### src/rtl/mem_access_stage_pkg.sv
// Shared types and constants for the memory-access pipeline stage.
// Holds the FSM state encoding, the data/address width and timer defaults.
package mem_access_stage_pkg;

    localparam int DATA_W      = 16;
    localparam int TIMEOUT_DEF = 15;
    localparam int TMR_W_DEF   = 8;

    typedef enum logic {
        IDLE = 1'b0,
        WAIT = 1'b1
    } state_t;

endpackage

### src/rtl/mem_access_stage_if.sv
// Request/done bus between the memory-access stage and the data memory.
interface mem_access_stage_if;
    import mem_access_stage_pkg::*;

    // Handshake: dmem_en is a one-cycle request strobe; dmem_wr, dmem_addr and
    // dmem_wdata are meaningful only while dmem_en is high. The memory answers
    // with a one-cycle dmem_done pulse, carrying dmem_rdata for loads, after an
    // arbitrary number of cycles. Only one request is outstanding at a time.
    logic              dmem_en;
    logic              dmem_wr;
    logic [DATA_W-1:0] dmem_addr;
    logic [DATA_W-1:0] dmem_wdata;
    logic [DATA_W-1:0] dmem_rdata;
    logic              dmem_done;

    modport master (
        output dmem_en, dmem_wr, dmem_addr, dmem_wdata,
        input  dmem_rdata, dmem_done
    );

    modport slave (
        input  dmem_en, dmem_wr, dmem_addr, dmem_wdata,
        output dmem_rdata, dmem_done
    );

endinterface

### src/rtl/mem_wait_timer.sv
// Clear/increment counter with a terminal-count flag, used to bound how long
// the stage waits for the data memory.
module mem_wait_timer #(
    parameter int TMR_W  = 8,
    parameter int TC_VAL = 14
) (
    input  logic clk,
    input  logic rst,
    input  logic clr,
    input  logic inc,
    output logic tc
);

    logic [TMR_W-1:0] count;

    always_ff @(posedge clk or posedge rst) begin
        if (rst) begin
            count <= '0;
        end else if (clr) begin
            count <= '0;
        end else if (inc) begin
            count <= count + TMR_W'(1);
        end
    end

    assign tc = (count == TMR_W'(TC_VAL));

endmodule

### src/rtl/mem_access_stage.sv
// Memory-access stage: issues loads/stores to a variable-latency memory, stalls
// upstream while waiting, aborts after TIMEOUT wait cycles. MEM_ALIGN_CHECK_EN rejects odd addresses.
module mem_access_stage
    import mem_access_stage_pkg::*;
#(
    parameter int TIMEOUT = TIMEOUT_DEF,
    parameter int TMR_W   = TMR_W_DEF
) (
    input  logic                clk,
    input  logic                rst,
    input  logic                valid_in,
    input  logic [DATA_W-1:0]   ALU_out,
    input  logic [DATA_W-1:0]   data_2_out,
    input  logic                mem_rd,
    input  logic                mem_wr,
    output logic                stall,
    mem_access_stage_if.master  dmem,
    output logic                valid_out,
    output logic [DATA_W-1:0]   wb_mem_data,
    output logic [DATA_W-1:0]   wb_alu,
    output logic                err,
    output state_t              dbg_state
);

    state_t            state;
    logic [DATA_W-1:0] cap_addr;
    logic              cap_wr;
    logic              is_mem;
    logic              is_illegal;
    logic              misaligned;
    logic              issue;
    logic              tmr_tc;

    assign is_mem     = mem_rd ^ mem_wr;
    assign is_illegal = mem_rd & mem_wr;

`ifdef MEM_ALIGN_CHECK_EN
    assign misaligned = ALU_out[0];
`else
    assign misaligned = 1'b0;
`endif

    // Request leaves in the same cycle the instruction arrives; reset gates it
    // so every output reads 0 while rst is high.
    assign issue = ~rst & (state == IDLE) & valid_in & is_mem & ~misaligned;
    assign stall = issue | ((state == WAIT) & ~dmem.dmem_done);

    assign dmem.dmem_en    = issue;
    assign dmem.dmem_wr    = issue & mem_wr;
    assign dmem.dmem_addr  = issue ? ALU_out : '0;
    assign dmem.dmem_wdata = issue ? data_2_out : '0;
    assign dbg_state       = state;

    mem_wait_timer #(
        .TMR_W  (TMR_W),
        .TC_VAL (TIMEOUT - 1)
    ) u_timer (
        .clk (clk),
        .rst (rst),
        .clr (issue),
        .inc ((state == WAIT) & ~dmem.dmem_done),
        .tc  (tmr_tc)
    );

    always_ff @(posedge clk or posedge rst) begin
        if (rst) begin
            state       <= IDLE;
            valid_out   <= 1'b0;
            err         <= 1'b0;
            wb_mem_data <= '0;
            wb_alu      <= '0;
            cap_addr    <= '0;
            cap_wr      <= 1'b0;
        end else begin
            valid_out <= 1'b0;
            err       <= 1'b0;
            case (state)
                IDLE: begin
                    if (valid_in) begin
                        if (is_illegal || (is_mem && misaligned)) begin
                            err <= 1'b1;
                        end else if (is_mem) begin
                            state    <= WAIT;
                            cap_addr <= ALU_out;
                            cap_wr   <= mem_wr;
                        end else begin
                            valid_out   <= 1'b1;
                            wb_alu      <= ALU_out;
                            wb_mem_data <= '0;
                        end
                    end
                end
                WAIT: begin
                    // A completion in the terminal cycle beats the timeout.
                    if (dmem.dmem_done) begin
                        state       <= IDLE;
                        valid_out   <= 1'b1;
                        wb_alu      <= cap_addr;
                        wb_mem_data <= cap_wr ? '0 : dmem.dmem_rdata;
                    end else if (tmr_tc) begin
                        state <= IDLE;
                        err   <= 1'b1;
                    end
                end
                default: state <= IDLE;
            endcase
        end
    end

endmodule

### src/flat_wrapper.sv
// flat-port wrapper written by rule: the top's interface ports become plain ports
module mem_access_stage_flat import mem_access_stage_pkg::*;
#(
    parameter int TIMEOUT = TIMEOUT_DEF,
    parameter int TMR_W   = TMR_W_DEF
)
  (clk, rst, valid_in, ALU_out, data_2_out, mem_rd, mem_wr, stall, valid_out, wb_mem_data, wb_alu, err, dbg_state, dmem_dmem_en, dmem_dmem_wr, dmem_dmem_addr, dmem_dmem_wdata, dmem_dmem_rdata, dmem_dmem_done);
  mem_access_stage_if dmem_i ();
  input  logic clk;
  input  logic rst;
  input  logic valid_in;
  input  logic [DATA_W-1:0] ALU_out;
  input  logic [DATA_W-1:0] data_2_out;
  input  logic mem_rd;
  input  logic mem_wr;
  output logic stall;
  output logic valid_out;
  output logic [DATA_W-1:0] wb_mem_data;
  output logic [DATA_W-1:0] wb_alu;
  output logic err;
  output state_t dbg_state;
  output wire logic [$bits(dmem_i.dmem_en)-1:0] dmem_dmem_en;
  output wire logic [$bits(dmem_i.dmem_wr)-1:0] dmem_dmem_wr;
  output wire logic [$bits(dmem_i.dmem_addr)-1:0] dmem_dmem_addr;
  output wire logic [$bits(dmem_i.dmem_wdata)-1:0] dmem_dmem_wdata;
  input wire logic [$bits(dmem_i.dmem_rdata)-1:0] dmem_dmem_rdata;
  input wire logic [$bits(dmem_i.dmem_done)-1:0] dmem_dmem_done;
  assign dmem_dmem_en = dmem_i.dmem_en;
  assign dmem_dmem_wr = dmem_i.dmem_wr;
  assign dmem_dmem_addr = dmem_i.dmem_addr;
  assign dmem_dmem_wdata = dmem_i.dmem_wdata;
  assign dmem_i.dmem_rdata = dmem_dmem_rdata;
  assign dmem_i.dmem_done = dmem_dmem_done;
  mem_access_stage #(.TIMEOUT(TIMEOUT), .TMR_W(TMR_W)) u_core (.clk(clk), .rst(rst), .valid_in(valid_in), .ALU_out(ALU_out), .data_2_out(data_2_out), .mem_rd(mem_rd), .mem_wr(mem_wr), .stall(stall), .dmem(dmem_i), .valid_out(valid_out), .wb_mem_data(wb_mem_data), .wb_alu(wb_alu), .err(err), .dbg_state(dbg_state));
endmodule
### config.mk
export PLATFORM = sky130hd
export DESIGN_NAME = mem_access_stage_flat
export DESIGN_NICKNAME = d
export VERILOG_FILES = /design/src/rtl/mem_access_stage_pkg.sv /design/src/rtl/mem_access_stage_if.sv /design/src/rtl/mem_wait_timer.sv /design/src/rtl/mem_access_stage.sv /design/src/flat_wrapper.sv
export SDC_FILE = /design/constraint.sdc
export NUM_CORES = 1
export LEC_CHECK = 0
export ABC_AREA = 1
export ABC_CLOCK_PERIOD_IN_PS = 2300
export CAP_MARGIN = 40
export CORE_MARGIN = 2
export CORE_UTILIZATION = 39
export CTS_BUF_LIST = sky130_fd_sc_hd__clkbuf_8
export CTS_CLUSTER_SIZE = 10
export DETAILED_ROUTE_END_ITERATION = 12
export GPL_ROUTABILITY_DRIVEN = 1
export GPL_TIMING_DRIVEN = 0
export PLACE_DENSITY = 0.82
export SYNTH_ARGS = -nofsm -noshare
export SYNTH_HDL_FRONTEND = slang
export SYNTH_SLANG_ARGS = --single-unit
### constraint.sdc
create_clock -name clk -period 2.3 [get_ports clk]
set_input_delay 0.23 -clock clk [delete_from_list [all_inputs] [get_ports clk]]
set_output_delay 0.23 -clock clk [all_outputs]
set_load 0.005 [all_outputs]
==> results.sh <==
export IMPL_cp_required_ns=2.07
export IMPL_core_rowCount=31
export IMPL_synth_edf_count=0
export IMPL_p_total_mw=3.40
export IMPL_regArea_um2=1500
export IMPL_worst_r2r_cell_count=8
export IMPL_clkTransAtPathRegs_ns=0.06
export IMPL_vias_per_cell=4.81
export IMPL_first_pass_iters=4
export IMPL_synth_top_cell_area_share=0.527
export IMPL_synth_xor_area_share=0
export IMPL_grt_antenna_before_repair=0
export IMPL_port_buffers=123
export IMPL_die_w_um=89.5
export IMPL_postLayoutCellArea_um2=4540
export IMPL_ant_nets=0
export IMPL_gr_total_overflow=0
export IMPL_globalplace_congestion=0.808
export IMPL_tightest_slew_ns=0.677
export IMPL_hold_buffers=0
export IMPL_synth_most_common_cell="nand2_1"
export IMPL_outcome="finished, violations left"
export IMPL_die_y_um=89.5
export IMPL_nFillCells=638
export IMPL_syn_area_um2=2850
export IMPL_ys_seq_area_frac=0.527
export IMPL_fin_crit_ns=2.33
export IMPL_cts_buffers=9
export IMPL_start_util=0.397
export IMPL_vdd_drop_max_mv=0.288
export IMPL_hold_slack_ns=0.344
export IMPL_cp_end_kind="output port"
export IMPL_cap_violations=0
export IMPL_gr_usage_all_layers=0.215
export IMPL_rsz0062_at_grt="true"
export IMPL_num_vias=2953
export IMPL_die_area_um2=8010
export IMPL_synthMuxAreaShare=0
export IMPL_cts_sinks=60
export IMPL_crit_type="in2out"
export IMPL_period_share=1.01
export IMPL_yosysTopAreaCell="dfrtp_1"
export IMPL_grt_max_degree=35
export IMPL_dpl_hpwl_mm=5.87
export IMPL_grt_pass1_wl_mm=13.1
export IMPL_synthSimpleGateAreaFrac=0.254
export IMPL_synth_compound_area_frac=0.102
export IMPL_yosys_warnings=0
export IMPL_p_leak_nw=2.52
export IMPL_fmax_mhz=429
export IMPL_syn_to_final_growth_pct=59.4
export IMPL_synth_common_cells="nand2_1, nor2_1, dfrtp_1"
export IMPL_slew_viol_final=0
export IMPL_synthAdderAreaFrac=0.0176
export IMPL_placed_area_um2=4230
export IMPL_synth_area_leaders="dfrtp_1, nand2_1, nor2_1, nand3_1, inv_1"
export IMPL_grt_pass1_vias=2891
export IMPL_ys_ff_latch=60
export IMPL_htree_levels=3
export IMPL_pwr_density_cell_nw_per_um2=748
export IMPL_synth_nets=424
export IMPL_io_pins=124
export IMPL_layout_setup_ws_ns=-0.0333
export IMPL_setup_tns_ns=-0.0556
export IMPL_antenna_cells=0
export IMPL_routedWlPerCell_um=13.2
export IMPL_synth_ff_type="dfrtp_1"
export IMPL_setup_viol=2
export IMPL_start_kind="primary input"
export IMPL_drive_gt1_frac=0.0932
export IMPL_finalClockSkew_ns=0.00455
export IMPL_worstSkewPairLatency_ns=0.34
export IMPL_async_reset_ff_frac=1.00
export IMPL_hp_class="in2reg"
export IMPL_multi_input_area_um2=1080
export IMPL_synth_cell_types=20
export IMPL_cts_tree="yes"
export IMPL_arrival_ns=2.10
export IMPL_max_slew_margin=0.546
export IMPL_layoutNonFillerInstCount=614
export IMPL_dp_cells=589
export IMPL_final_nets=570
export IMPL_violations="negative setup slack"
export IMPL_hold_violations=0
export IMPL_synth_top_family_by_area="simple AND/OR/NAND/NOR gates"
export IMPL_drt_iter0_markers=106
export IMPL_hold_depth=3
export IMPL_clock_path_buffers=2
export IMPL_cp_max_fo=7
export IMPL_cts_root_buf="clkbuf_8"
export IMPL_core_area_um2=7180
export IMPL_drcViolationCount=0
export IMPL_synth_area_per_cell_um2=7.79
export IMPL_finalWirelength_mm=8.08
export IMPL_syn_inst=366
-- kinds of logic (layout without fill, tap and decap cells) --
kind of cell | count (synthesis) | in the layout
simple gates | 176 | 176
buf+inv | 68 | 217
fa+ha+maj | 4 | 4
compound gates | 58 | 58
flops | 60 | 60
-- worst max-delay path, stage by stage --
cell	delay, ns
clkdlybuf4s50_1	0.48
inv_1	0.05
ha_1	0.29
nand2_1	0.06
inv_2	0.08
nand3_4	0.13
buf_2	0.19
nor2_1	0.08
clkdlybuf4s50_1	0.51
-- path summary, 6_finish.rpt --
kind	slack, ns	to	start
worst min-delay path	0.34	u_core.cap_wr$_DFFE_PP0P_	mem_wr
worst max register to register	0.67	u_core.u_timer.count[2]$_DFFE_PP0P_	u_core.dbg_state$_DFF_PP0_
max in group asynchronous	1.55	u_core.cap_addr[4]$_DFFE_PP0P_	rst
worst min register to register	0.49	u_core.cap_addr[3]$_DFFE_PP0P_	u_core.cap_addr[3]$_DFFE_PP0P_
worst max-delay path	-0.03	dmem_dmem_addr[1]	mem_rd
min in group asynchronous	0.37	u_core.dbg_state$_DFF_PP0_	rst
-- final cells by class --
| type | instances | share of cell area |
|---|---|---|
| Sequential cell | 60 | 0.330 |
| Timing Repair Buffer | 134 | 0.292 |
| Multi-Input combinational cell | 238 | 0.237 |
| Inverter | 49 | 0.0413 |
| Clock buffer | 12 | 0.0363 |
| Buffer | 19 | 0.0319 |
| Tap cell | 99 | 0.0273 |
| Clock inverter | 2 | 0.00220 |
| Timing Repair inverter | 1 | 0.00110 |
-- per-layer routing --
| metal | wire length (um) | vias up | global-route usage |
|---|---|---|---|
| li1 | - | 1437 | - |
| met1 | 3310 | 1397 | 0.260 |
| met2 | 4090 | 104 | 0.374 |
| met3 | 511 | 15 | 0.0452 |
| met4 | 169 | 0 | 0.0868 |
| met5 | 0 | - | 0 |
-- cells in the final DEF (no fill, tap or decap), types with 5 or more instances in the layout --
cell type        synthesis  routed
a21oi_1                 19      19
buf_2                    8       8
buf_4                    1      10
clkbuf_1                 8       5
clkbuf_8                 0      13
clkdlybuf4s50_1          0      89
dfrtp_1                 60      60
dlygate4sd2_1            0      16
dlymetal6s2s_1           0      14
inv_1                   48      45
nand2_1                 70      70
nand3_1                 38      37
nor2_1                  62      62
o21ai_0                 22      22
o21ai_1                 17      17
-- what timing repair did --
| item | in CTS | in global routing |
|---|---|---|
| buffers inserted | 3 | 6 |
| endpoints found under the hold margin | 0 | 0 |
| gates resized for setup | 33 | 25 |
| pin swaps | 0 | 0 |
| setup endpoints to repair | 35 | 16 |
| cloned | 1 | 1 |
-- report_power, final --
group	internal (mW)	total (mW)	switching, mW
combinational	0.590	1.06	0.471
clock	0.463	0.854	0.391
sequential	1.33	1.48	0.156
total	2.38	3.40	1.02
-- state kept, by name, indices dropped and copies added (netlist names) --
signal                count
u_core.dbg_state          1
u_core.wb_alu            16
u_core.cap_addr          16
u_core.err                1
u_core.valid_out          1
u_core.u_timer.count      8
u_core.wb_mem_data       16
u_core.cap_wr             1
-- stage by stage --
stage | worst slack, ns | utilization
3_3_place_gp | -1.44 | 0.587
2_1_floorplan | 0.207 | -
4_1_cts | -0.0691 | 0.621
3_5_place_dp | -0.926 | 0.589
5_1_grt | -0.120 | 0.633
6_report | -0.0333 | 0.633
Note: power is estimated with default switching activity, not from simulation.
